File: src/rtl/rtc_write_sequencer_pkg.sv
// Shared constants for the RTC write sequencer: bus state encoding, register
// address map, transfer command, and phase timer width.
package rtc_write_sequencer_pkg;

    typedef enum logic [2:0] {
        ST_IDLE      = 3'd0,
        ST_ADDR_WR   = 3'd1,
        ST_ADDR_HOLD = 3'd2,
        ST_DATA_WR   = 3'd3,
        ST_DATA_HOLD = 3'd4,
        ST_DONE      = 3'd5
    } seq_state_t;

    // Wide enough for T_PHASE up to 15.
    localparam int TPW = 4;

    // Element 0 (seconds) sits in the least significant byte.
    localparam logic [10:0][7:0] ADDR_TABLE = {
        8'h44, 8'h43, 8'h42, 8'h41, 8'h27, 8'h26,
        8'h25, 8'h24, 8'h23, 8'h22, 8'h21
    };

    localparam logic [7:0] CMD_ADDR = 8'hF1;
    localparam logic [7:0] CMD_DATA = 8'h00;

endpackage

File: src/rtl/rtc_bus_phase_timer.sv
// Loadable down-counter timing one bus phase; phase_end_o is high while the count is 0.
// Load takes priority over counting; the count holds at 0 until reloaded.
module rtc_bus_phase_timer
    import rtc_write_sequencer_pkg::*;
(
    input  logic           clk,
    input  logic           reset_n,
    input  logic           load_i,
    input  logic [TPW-1:0] load_val_i,
    output logic           phase_end_o
);

    logic [TPW-1:0] cnt_q, cnt_d;

    always_comb begin
        cnt_d = cnt_q;
        if (load_i) begin
            cnt_d = load_val_i;
        end else if (cnt_q != '0) begin
            cnt_d = cnt_q - 1'b1;
        end
    end

    always_ff @(posedge clk) begin
        if (!reset_n) begin
            cnt_q <= '0;
        end else begin
            cnt_q <= cnt_d;
        end
    end

    assign phase_end_o = (cnt_q == '0);

endmodule

File: src/rtl/rtc_write_sequencer.sv
// Writes the latched register bytes (plus optional transfer command) to the RTC over
// the multiplexed A/D bus. All bus outputs are registered, one cycle behind the FSM state.
module rtc_write_sequencer
    import rtc_write_sequencer_pkg::*;
#(
    parameter int T_PHASE    = 4,
    parameter int NUM_REGS   = 11,
    parameter int CMD_ENABLE = 1
) (
    input  logic                  clk,
    input  logic                  reset_n,
    input  logic                  start,
    input  logic [8*NUM_REGS-1:0] datos_in,
    output logic                  busy,
    output logic                  done,
    output logic [3:0]            indice,
    output logic [7:0]            ad_out,
    output logic                  ad_oe,
    output logic                  ad_sel,
    output logic                  cs_n,
    output logic                  wr_n,
    output logic                  rd_n
);

    localparam logic [TPW-1:0] PHASE_LOAD = TPW'(T_PHASE - 1);
    localparam logic [3:0]     NREG       = 4'(NUM_REGS);
    localparam logic [3:0]     LAST_IDX   = (CMD_ENABLE != 0) ? 4'(NUM_REGS) : 4'(NUM_REGS - 1);

    seq_state_t                  state_q, state_d;
    logic [3:0]                  idx_q, idx_d;
    logic [NUM_REGS-1:0][7:0]    shadow_q, shadow_d;
    logic                        tmr_load, phase_end, accept;
    logic [7:0]                  cur_addr, cur_data;

    logic       busy_q, busy_d, done_q, done_d, ad_oe_q, ad_oe_d;
    logic       ad_sel_q, ad_sel_d, cs_n_q, cs_n_d, wr_n_q, wr_n_d;
    logic [3:0] indice_q, indice_d;
    logic [7:0] ad_out_q, ad_out_d;

    rtc_bus_phase_timer u_timer (
        .clk         (clk),
        .reset_n     (reset_n),
        .load_i      (tmr_load),
        .load_val_i  (PHASE_LOAD),
        .phase_end_o (phase_end)
    );

    always_comb begin
        state_d  = state_q;
        idx_d    = idx_q;
        shadow_d = shadow_q;
        tmr_load = 1'b0;
        accept   = 1'b0;
        case (state_q)
            ST_IDLE: begin
                idx_d = '0;
                // busy_q still covers the registered DONE cycle, so start is held off until it drops
                if (start && !busy_q) begin
                    accept   = 1'b1;
                    shadow_d = datos_in;
                    tmr_load = 1'b1;
                    state_d  = ST_ADDR_WR;
                end
            end
            ST_ADDR_WR: if (phase_end) begin
                tmr_load = 1'b1;
                state_d  = ST_ADDR_HOLD;
            end
            ST_ADDR_HOLD: if (phase_end) begin
                tmr_load = 1'b1;
                state_d  = ST_DATA_WR;
            end
            ST_DATA_WR: if (phase_end) begin
                tmr_load = 1'b1;
                state_d  = ST_DATA_HOLD;
            end
            ST_DATA_HOLD: if (phase_end) begin
                if (idx_q == LAST_IDX) begin
                    state_d = ST_DONE;
                end else begin
                    tmr_load = 1'b1;
                    idx_d    = idx_q + 1'b1;
                    state_d  = ST_ADDR_WR;
                end
            end
            ST_DONE:  state_d = ST_IDLE;
            default:  state_d = ST_IDLE;
        endcase
    end

    assign cur_addr = (idx_q < NREG) ? ADDR_TABLE[idx_q] : CMD_ADDR;
    assign cur_data = (idx_q < NREG) ? shadow_q[idx_q]   : CMD_DATA;

    always_comb begin
        busy_d   = accept || (state_q != ST_IDLE);
        done_d   = 1'b0;
        indice_d = idx_q;
        ad_out_d = ad_out_q;
        ad_oe_d  = 1'b0;
        ad_sel_d = 1'b0;
        cs_n_d   = 1'b1;
        wr_n_d   = 1'b1;
        case (state_q)
            ST_IDLE:      ad_out_d = '0;
            ST_ADDR_WR:   begin ad_oe_d = 1'b1; ad_sel_d = 1'b1; cs_n_d = 1'b0; wr_n_d = 1'b0; ad_out_d = cur_addr; end
            ST_ADDR_HOLD: begin ad_oe_d = 1'b1; ad_sel_d = 1'b1; ad_out_d = cur_addr; end
            ST_DATA_WR:   begin ad_oe_d = 1'b1; cs_n_d = 1'b0; wr_n_d = 1'b0; ad_out_d = cur_data; end
            ST_DATA_HOLD: begin ad_oe_d = 1'b1; ad_out_d = cur_data; end
            ST_DONE:      done_d = 1'b1;
            default:      ad_out_d = '0;
        endcase
    end

    always_ff @(posedge clk) begin
        if (!reset_n) begin
            state_q  <= ST_IDLE;
            idx_q    <= '0;
            shadow_q <= '0;
            busy_q   <= 1'b0;
            done_q   <= 1'b0;
            indice_q <= '0;
            ad_out_q <= '0;
            ad_oe_q  <= 1'b0;
            ad_sel_q <= 1'b0;
            cs_n_q   <= 1'b1;
            wr_n_q   <= 1'b1;
        end else begin
            state_q  <= state_d;
            idx_q    <= idx_d;
            shadow_q <= shadow_d;
            busy_q   <= busy_d;
            done_q   <= done_d;
            indice_q <= indice_d;
            ad_out_q <= ad_out_d;
            ad_oe_q  <= ad_oe_d;
            ad_sel_q <= ad_sel_d;
            cs_n_q   <= cs_n_d;
            wr_n_q   <= wr_n_d;
        end
    end

    assign busy   = busy_q;
    assign done   = done_q;
    assign indice = indice_q;
    assign ad_out = ad_out_q;
    assign ad_oe  = ad_oe_q;
    assign ad_sel = ad_sel_q;
    assign cs_n   = cs_n_q;
    assign wr_n   = wr_n_q;
    assign rd_n   = 1'b1;

endmodule
File: config.mk
export PLATFORM = sky130hd
export DESIGN_NAME = rtc_write_sequencer
export DESIGN_NICKNAME = d
export VERILOG_FILES = /design/src/rtl/rtc_write_sequencer_pkg.sv /design/src/rtl/rtc_bus_phase_timer.sv /design/src/rtl/rtc_write_sequencer.sv
export SDC_FILE = /design/constraint.sdc
export NUM_CORES = 1
export LEC_CHECK = 0
export ABC_AREA = 1
export CAP_MARGIN = 20
export CORE_MARGIN = 4
export CORE_UTILIZATION = 50
export DETAILED_ROUTE_END_ITERATION = 8
export PLACE_DENSITY = 0.86
export REMOVE_ABC_BUFFERS = 1
export SYNTH_ARGS = -nofsm -noshare
export SYNTH_HDL_FRONTEND = slang
export SYNTH_SLANG_ARGS = --single-unit
File: constraint.sdc
create_clock -name clk -period 2.85 [get_ports clk]
set_input_delay 0.4275 -clock clk [delete_from_list [all_inputs] [get_ports clk]]
set_output_delay 0.4275 -clock clk [all_outputs]
set_load 0.05 [all_outputs]
After elaboration in Yosys (flattened, before gate mapping)
Memory sizes are Yosys's and may differ from the RTL's. A register that Yosys moved wholly into a read port is not among the register bits.
Index checks and enable logic that the tools add are counted.
{ "classes": {"addsub": 2, "magnitude_cmp": 2, "n_eq_ne": 12, "muxes": 30, "n_bitwise": 1, "n_reduce_logical": 18} }
{ "ops": {"columns": ["cell", "count"], "rows": [
  ["$bmux W8 S4", 1],
  ["$mux W8", 4],
  ["$pmux W8 S3", 1],
  ["$mux W3", 6],
  ["$mux W4", 4],
  ["$pmux W3 S5", 1],
  ["$ne A2 B2 Y1 const B", 6],
  ["$mux W1", 9],
  ["$pmux W4 S2", 1],
  ["$reduce_or A2 Y1", 4],
  ["$eq A3 B2 Y1 const B", 2],
  ["$eq A3 B3 Y1 const B", 2],
  ["$lt A4 B5 Y1 const B", 1],
  ["$reduce_and A5 Y1", 1],
  ["$add A4 B1 Y4 const B", 1],
  ["$eq A4 B4 Y1 const B", 1],
  ["$logic_not A4 Y1", 1],
  ["$lt A4 B4 Y1 const B", 1],
  ["$mux W2", 2],
  ["$reduce_bool A2 Y1", 2],
  ["$reduce_bool A4 Y1", 1],
  ["$reduce_or A4 Y1", 1],
  ["$sub A4 B1 Y4 const B", 1],
  ["$eq A3 B1 Y1 const B", 1],
  ["other kinds (10)", 10]
]} }
{ "totals": {"reg_bits": 116, "rom_bits": 128, "in_bits": 91, "output_inout_bits": 19, "wordCells": 88, "n_memories": 1} }
{ "mem_list": {"columns": ["name", "words", "word_bits", "rd", "rd_clocked_by_memory_dff", "write_ports", "line_no", "rtl"], "rows": [
  ["(name not given)", 16, 8, 1, 1, 0, "rtc_write_sequencer.sv:91", "assign cur_addr = (idx_q < NREG) ? ADDR_TABLE[idx_q] : CMD_ADDR;"]
]} }

Depth between registers and ports, before layout
Gate-level depths: netlist (run 1).
{ "depth": {"depth_word": 6, "ltp_mapped": 13, "depth_no_buf": 13} }

Cells and area by module
A second synthesis (run 1) with hierarchy kept.
{ "unflattened": {"cells_unflattened": 770, "hier_area_um2": 5403.9} }
{ "modules_own_cells": {"columns": ["mod", "instances", "cells_each", "area_per_inst_um2", "seq_area_each_um2"], "rows": [
  ["rtc_write_sequencer", 1, 730, 5156.2, 2342.2],
  ["rtc_bus_phase_timer", 1, 40, 247.7, 80.1]
]} }

Worst setup path after synthesis (run 1)
OpenSTA, ideal clock, no wires.
{ "synth_timing": {"kind": "register -> register", "from": "register u_timer.cnt_q[0]", "to": "register with a tool-made name", "setup_ps": 113, "arrival_ps": 1624, "t_required_ps": 2737, "setup_slack_ps": 1113, "stages_incl_launch_ff": 13, "n_path_buf": 0, "period_less_slack_ps": 1737, "cell_sequence": "dfxtp_1 -> inv_1 -> ha_1 -> nand2_1 -> inv_1 -> nand3_1 -> nand2_1 -> nand2_1 -> nor2_1 -> ha_1 -> nand3_1 -> nand3_1 -> nand2_1"} }
{ "synth_rtl": {"columns": ["item", "line_no", "rtl"], "rows": [
  ["from (decl)", "rtc_bus_phase_timer.sv:13", "logic [TPW-1:0] cnt_q, cnt_d;"],
  ["from (signal assigned)", "rtc_bus_phase_timer.sv:28", "cnt_q <= cnt_d;"]
]} }

Worst setup path in the final report (run 1)
{ "layout_timing": {"from": "register busy_q (netlist: busy)", "to": "output busy"} }
{ "layout_rtl": {"columns": ["item", "line_no", "rtl"], "rows": [
  ["from (decl)", "rtc_write_sequencer.sv:35", "logic busy_q, busy_d, done_q, done_d, ad_oe_q, ad_oe_d;"],
  ["from (signal assigned)", "rtc_write_sequencer.sv:131", "busy_q <= busy_d;"],
  ["to (decl)", "rtc_write_sequencer.sv:14", "output logic busy,"]
]} }
No word-level cell between the ends.

==> results.cfg, run 1 <==
[timing]
timing.final.ws_setup_ns = 0.643
slew_violations = 0
fin_hold_ws_ns = 0.248
skew_ns = 0.00731
maxSlewHeadroom_pct = 44.9
finalSetupViolCount = 0
fin_crit_sh_pct = 77.4
fin_setup_tns_ns = 0
period_minus_slack_ns = 2.21
fmax_mhz = 453
tightestPinTransition_ns = 0.820
rsz0062_at_grt = no
hold_viol = 0

[floorplanning]
die_w_um = 112
initial_core_util_pct = 51.9
chipHeight_um = 112
io_pins = 110
core.rowCount = 37
die-area_sq_mm = 0.0125
coreArea_sq_mm = 0.0104

[cts]
clk_pin_slew_ns = 0.06
ctsHoldBuffers = 0
tritoncts.num_buffers = 17
clock_sinks = 121
cts_resized = 0
cts_setup_buffers = 0
cts_max_level = 4
root_buffer = clkbuf_8
cts_tree = done
clk_latency_ns = 0.53
clockBufferDepth = 2

[route]
drtPass1Iterations = 5
detail-route-antenna-nets = 0
routed_via_density = 5.25
vias = 5319
drtIter0Drc = 457
drt-total-wl_um = 14500
wl_per_cell_um = 14.3
drc_errors = 0

[power]
total_power_mw = 6.49
ir_drop_uv = 439
power_leakage_nw = 3.12
powerDensity_mw_per_mm2 = 907

[placement]
placed_area_sq_mm = 0.00650
place_inst = 982
hpwl_um = 9400
gp_congestion = 0.919
pre_cts_ws_ns = 0.721
port_buffers = 108

[synth]
synth_top_area_share_pct = 44.8
ys_types = 37
synthTopCellsByCount = 195 x nor2_1, 124 x o21ai_0, 121 x dfxtp_1
synthArstFlopShare_pct = 0
synth_edf_count = 0
netlist_area_sq_mm = 0.00541
yosysSeqAreaShare_pct = 44.8
syn_inst = 773
syn_area_per_cell_sq_um = 7.00
synth_ff_type = dfxtp_1
post-synth-top-count-cell = nor2_1
yosys_register_bits = 121
synth_area_leaders = dfxtp_1 45%, nor2_1 14%, o21ai_0 11%, nand2_1 8.2%, a21oi_1 3.4%
yosys_warnings = 0
synth_top_area_cell = dfxtp_1

[finish]
layout-drive-gt1-share_pct = 7.74
num-fill-cells = 809
final_area_sq_mm = 0.00715
fin_nets = 962
layout.cells.non_filler = 1014
area_growth_pct = 32.2
diodes = 0
final_util_pct = 68.7

[run]
max_cap_viol_count = 0

[critical_path]
worstPathArrival_ns = 1.78
end_kind = output pin
worst-path-buf-inv = 1
path_max_fanout = 3
cpPeakStageDelay_ns = 0.84
cp_slowest_cell = clkdlybuf4s50_1
worst_ep_required_time_ns = 2.42
path_class = flop to output pin
path_cells = clkdlybuf4s50_1
critPathLaunchType = flop
cpLargestDelayFamily = buffers and inverters

[global_route]
grt_pass1_vias = 5052
grt_overflow_total = 0
grtUsageTotal_pct = 22.9
grt_first_pass_wirelength_um = 23500
antenna_found_initial = 0
grt_start_max_net_pins = 67

[status]
status = finished, final reports clean

[hold_path]
min_path_type = primary input to flop
-- kinds of logic (layout without fill, tap and decap cells) --
logic type                 count (synthesis)  count (layout)  share of synthesized area (%)
buffers and inverters                    102             207                           8.28
AOI/OAI and AO/OA                        177             177                           16.9
DFF                                      121             121                           44.8
other                                      1               1                         0.0693
and+or+nand+nor                          366             366                           28.6
adders and majority gates                  6               6                           1.39
-- flip-flops by register name, indices dropped and copies added (netlist names), named ones only --
register and flops:
busy 1, done 1, wr_n 1, u_timer.cnt_q 4, state_q 3, indice 4, idx_q 4, ad_out 8
shadow_q 88, ad_sel 1, ad_oe 1
-- final timing paths --
check | start | end | slack [ns] | cells past startpoint
worst min register to register | shadow_q[25]$_SDFFE_PN0P_ | shadow_q[25]$_SDFFE_PN0P_ | 0.46 | 2
worst min-delay path | reset_n | busy$_SDFF_PN0_ | 0.25 | 3
worst max-delay path | busy$_SDFF_PN0_ | busy | 0.64 | 1
worst max register to register | u_timer.cnt_q[0]$_SDFFE_PN0P_ | flop | 0.73 | 12
-- power breakdown --
group / total, mW / switching [mW] / internal, mW
registers: 2.36 / 0.241 / 2.12
logic: 1.79 / 1.16 / 0.631
clock network: 2.33 / 0.795 / 1.54
total: 6.49 / 2.20 / 4.29
-- layer usage --
layer | global-route usage [%] | part of all wire, %
met5 | 0 | 0
met4 | 7.69 | 1.9
met3 | 6.04 | 7.0
met2 | 39.0 | 47
met1 | 28.3 | 44
-- cell type report --
cell class / count / area, sq um / share of cell area (%)
multi-input combinational: 550 / 2540 / 35.5
clock buffer: 18 / 428 / 5.98
tap: 136 / 170 / 2.38
timing repair buffer: 119 / 1160 / 16.2
inverter: 56 / 215 / 3.01
clock inverter: 14 / 220 / 3.08
sequential: 121 / 2420 / 33.9
-- cells in the final DEF (no fill, tap or decap), types with 2 or more instances in the layout --
cell	synthesis	layout
inv_1	48	48
nor2_1	195	195
o21ai_1	7	7
clkbuf_8	0	2
nor3_1	4	4
inv_6	0	2
nor2_4	2	2
clkdlybuf4s50_1	0	107
dfxtp_1	121	121
clkbuf_16	0	16
nand3_1	29	29
inv_2	5	5
clkinvlp_4	0	4
bufinv_16	0	5
o21ai_0	124	124
nand2_4	4	4
o211ai_1	3	3
a21oi_1	37	37
o21ai_2	2	2
clkinv_4	0	2
nand4_1	5	5
buf_4	4	11
nand2_1	118	118
inv_4	2	2
ha_1	6	6
Power figures use the tool's default switching activity.
==> inputs of run 2 (changes only) <==
--- a/config.mk
+++ b/config.mk
@@ -8,9 +8,9 @@
 export ABC_AREA = 1
 export CAP_MARGIN = 20
 export CORE_MARGIN = 4
-export CORE_UTILIZATION = 50
+export CORE_UTILIZATION = 46
 export DETAILED_ROUTE_END_ITERATION = 8
-export PLACE_DENSITY = 0.86
+export PLACE_DENSITY = 0.84
 export REMOVE_ABC_BUFFERS = 1
 export SYNTH_ARGS = -nofsm -noshare
 export SYNTH_HDL_FRONTEND = slang
==> constraint.sdc (replaced) <==
create_clock -name clk -period 1.94 [get_ports clk]
set_input_delay 0.291 -clock clk [delete_from_list [all_inputs] [get_ports clk]]
set_output_delay 0.291 -clock clk [all_outputs]
set_load 0.05 [all_outputs]
==> results.cfg, run 2 (same netlist as run 1, synthesis figures left out) <==
[status]
status = finished, final reports clean

[timing]
fin_crit_sh_pct = 98.1
skew_ns = 0.0123
period_minus_slack_ns = 1.90
maxSlewHeadroom_pct = 63.0
fmax_mhz = 526
timing.final.ws_setup_ns = 0.0378
fin_hold_ws_ns = 0.264
tightestPinTransition_ns = 0.553
hold_viol = 0
finalSetupViolCount = 0
slew_violations = 0

[route]
drt-total-wl_um = 14700
drtIter0Drc = 699
drc_errors = 0
drtPass1Iterations = 5
wl_per_cell_um = 14.1
routed_via_density = 5.15
vias = 5360
detail-route-antenna-nets = 0

[cts]
clock_sinks = 121
cts_setup_buffers = 0
clk_latency_ns = 0.42
clk_pin_slew_ns = 0.06
tritoncts.num_buffers = 17
clockBufferDepth = 2
root_buffer = clkbuf_16
cts_tree = done
cts_max_level = 4

[finish]
area_growth_pct = 36.3
num-fill-cells = 911
final_common_cell = nor2_1
largest_reg_flops = 88
fin_nets = 982
regMostFlops = shadow_q
layout.cells.non_filler = 1041
final_area_sq_mm = 0.00737
layout_common_cells = 194 x nor2_1, 124 x o21ai_0, 119 x dfxtp_1
layout-drive-gt1-share_pct = 10.5
diodes = 0

[critical_path]
critPathLaunchType = flop
worst-path-buf-inv = 1
path_max_fanout = 2
cp_slowest_cell = clkdlybuf4s50_1
worstSetupStartpoint = ad_out[3]$_SDFFE_PN0N_
path_class = flop to output pin
end_kind = output pin
worstPathArrival_ns = 1.61
timing.rr.start = u_timer.cnt_q[0]$_SDFFE_PN0P_
cpPeakStageDelay_ns = 0.82
worst_ep_required_time_ns = 1.65
cpLargestDelayFamily = buffers and inverters
path_cells = clkdlybuf4s50_1

[floorplanning]
core.rowCount = 39
die_w_um = 116
coreArea_sq_mm = 0.0115
io_pins = 110
die-area_sq_mm = 0.0136
chipHeight_um = 116
initial_core_util_pct = 47.2

[global_route]
grt_first_pass_wirelength_um = 23800
grt_pass1_vias = 5049
grt_start_max_net_pins = 64
grt_overflow_total = 0
antenna_found_initial = 0
grtUsageTotal_pct = 22.1

[placement]
placed_area_sq_mm = 0.00672
pre_cts_ws_ns = 0.0709
port_buffers = 108
place_inst = 1009
gp_congestion = 0.866
hpwl_um = 9730

[power]
ir_drop_uv = 855
power_leakage_nw = 3.24
powerDensity_mw_per_mm2 = 1310

[hold_path]
min_path_type = primary input to flop
hold_start = reset_n

[run]
max_cap_viol_count = 0
==> run 2: cell types whose count changed in the layout (fill, tap and decap cells not counted), moves of 2 or more <==
cell	previous run	this run
buf_12	0	5
buf_4	11	28
clkdlybuf4s50_1	107	105
clkinvlp_4	4	6
dfxtp_1	121	119
dfxtp_2	0	2
==> run 2: routing by layer <==
layer  up-vias  global-route usage, %  share of wire, %
met3        25                   5.60               8.4
met5         -                      0                 0
met1      2414                   29.3                45
li1       2707                      -                 -
met2       214                   35.0                45
met4         0                   8.12               1.5
==> run 2: per-stage QoR <==
step	power, mW	TNS (ns)	utilization [%]
2_1_floorplan	5.21	-130.75	-
4_1_cts	9.67	0	64.2
3_5_place_dp	6.30	0	58.6
3_3_place_gp	6.20	0	58.6
6_report	9.69	0	64.3
5_1_grt	10.2	-0.100	64.3
==> run 2: worst paths after layout <==
kind         cells past startpoint  slack (ns)                         to
max                              1        0.04                  ad_out[3]
max reg2reg                     12        0.16                       flop
min reg2reg                      2        0.45  shadow_q[71]$_SDFFE_PN0P_
min                              3        0.26     ad_out[0]$_SDFFE_PN0N_
==> run 2: worst register-to-register path, stage by stage, from the launching register on <==
cell     delay, ns
dfxtp_1       0.31
inv_1         0.08
ha_1          0.23
nand2_4       0.11
inv_1         0.09
nand3_1       0.08
nand2_1       0.07
nand2_1       0.06
nor2_1        0.13
buf_4         0.15
ha_1          0.22
nand2_1       0.06
o21ai_1       0.06
==> run 2: timing repair <==
action,4_1_cts,5_1_grt
resized for setup,0,4
setup endpoints to repair,0,5
hold buffers,0,0
==> run 2: report_power, final <==
group | switching [mW] | leakage (nW) | internal (mW) | total (mW)
clock | 1.17 | 0.291 | 2.18 | 3.36
combinational | 1.83 | 1.95 | 1.11 | 2.94
sequential | 0.276 | 0.995 | 3.11 | 3.39
==> run 2: area by class of cell <==
| cell class | instances | area (sq um) | share of cell area, % |
|---|---|---|---|
| Multi-Input combinational cell | 550 | 2550 | 34.6 |
| Clock inverter | 14 | 196 | 2.67 |
| Tap cell | 143 | 179 | 2.43 |
| Sequential cell | 121 | 2420 | 32.9 |
| Inverter | 56 | 216 | 2.94 |
| Clock buffer | 18 | 439 | 5.96 |
| Timing Repair Buffer | 139 | 1370 | 18.5 |
==> inputs of run 3 (changes only) <==
--- a/config.mk
+++ b/config.mk
@@ -15,3 +15,4 @@
 export SYNTH_ARGS = -nofsm -noshare
 export SYNTH_HDL_FRONTEND = slang
 export SYNTH_SLANG_ARGS = --single-unit
+export TNS_END_PERCENT = 30
==> results of run 3 <==
The final DEF is identical to that of run 2; final timing and power are the same.
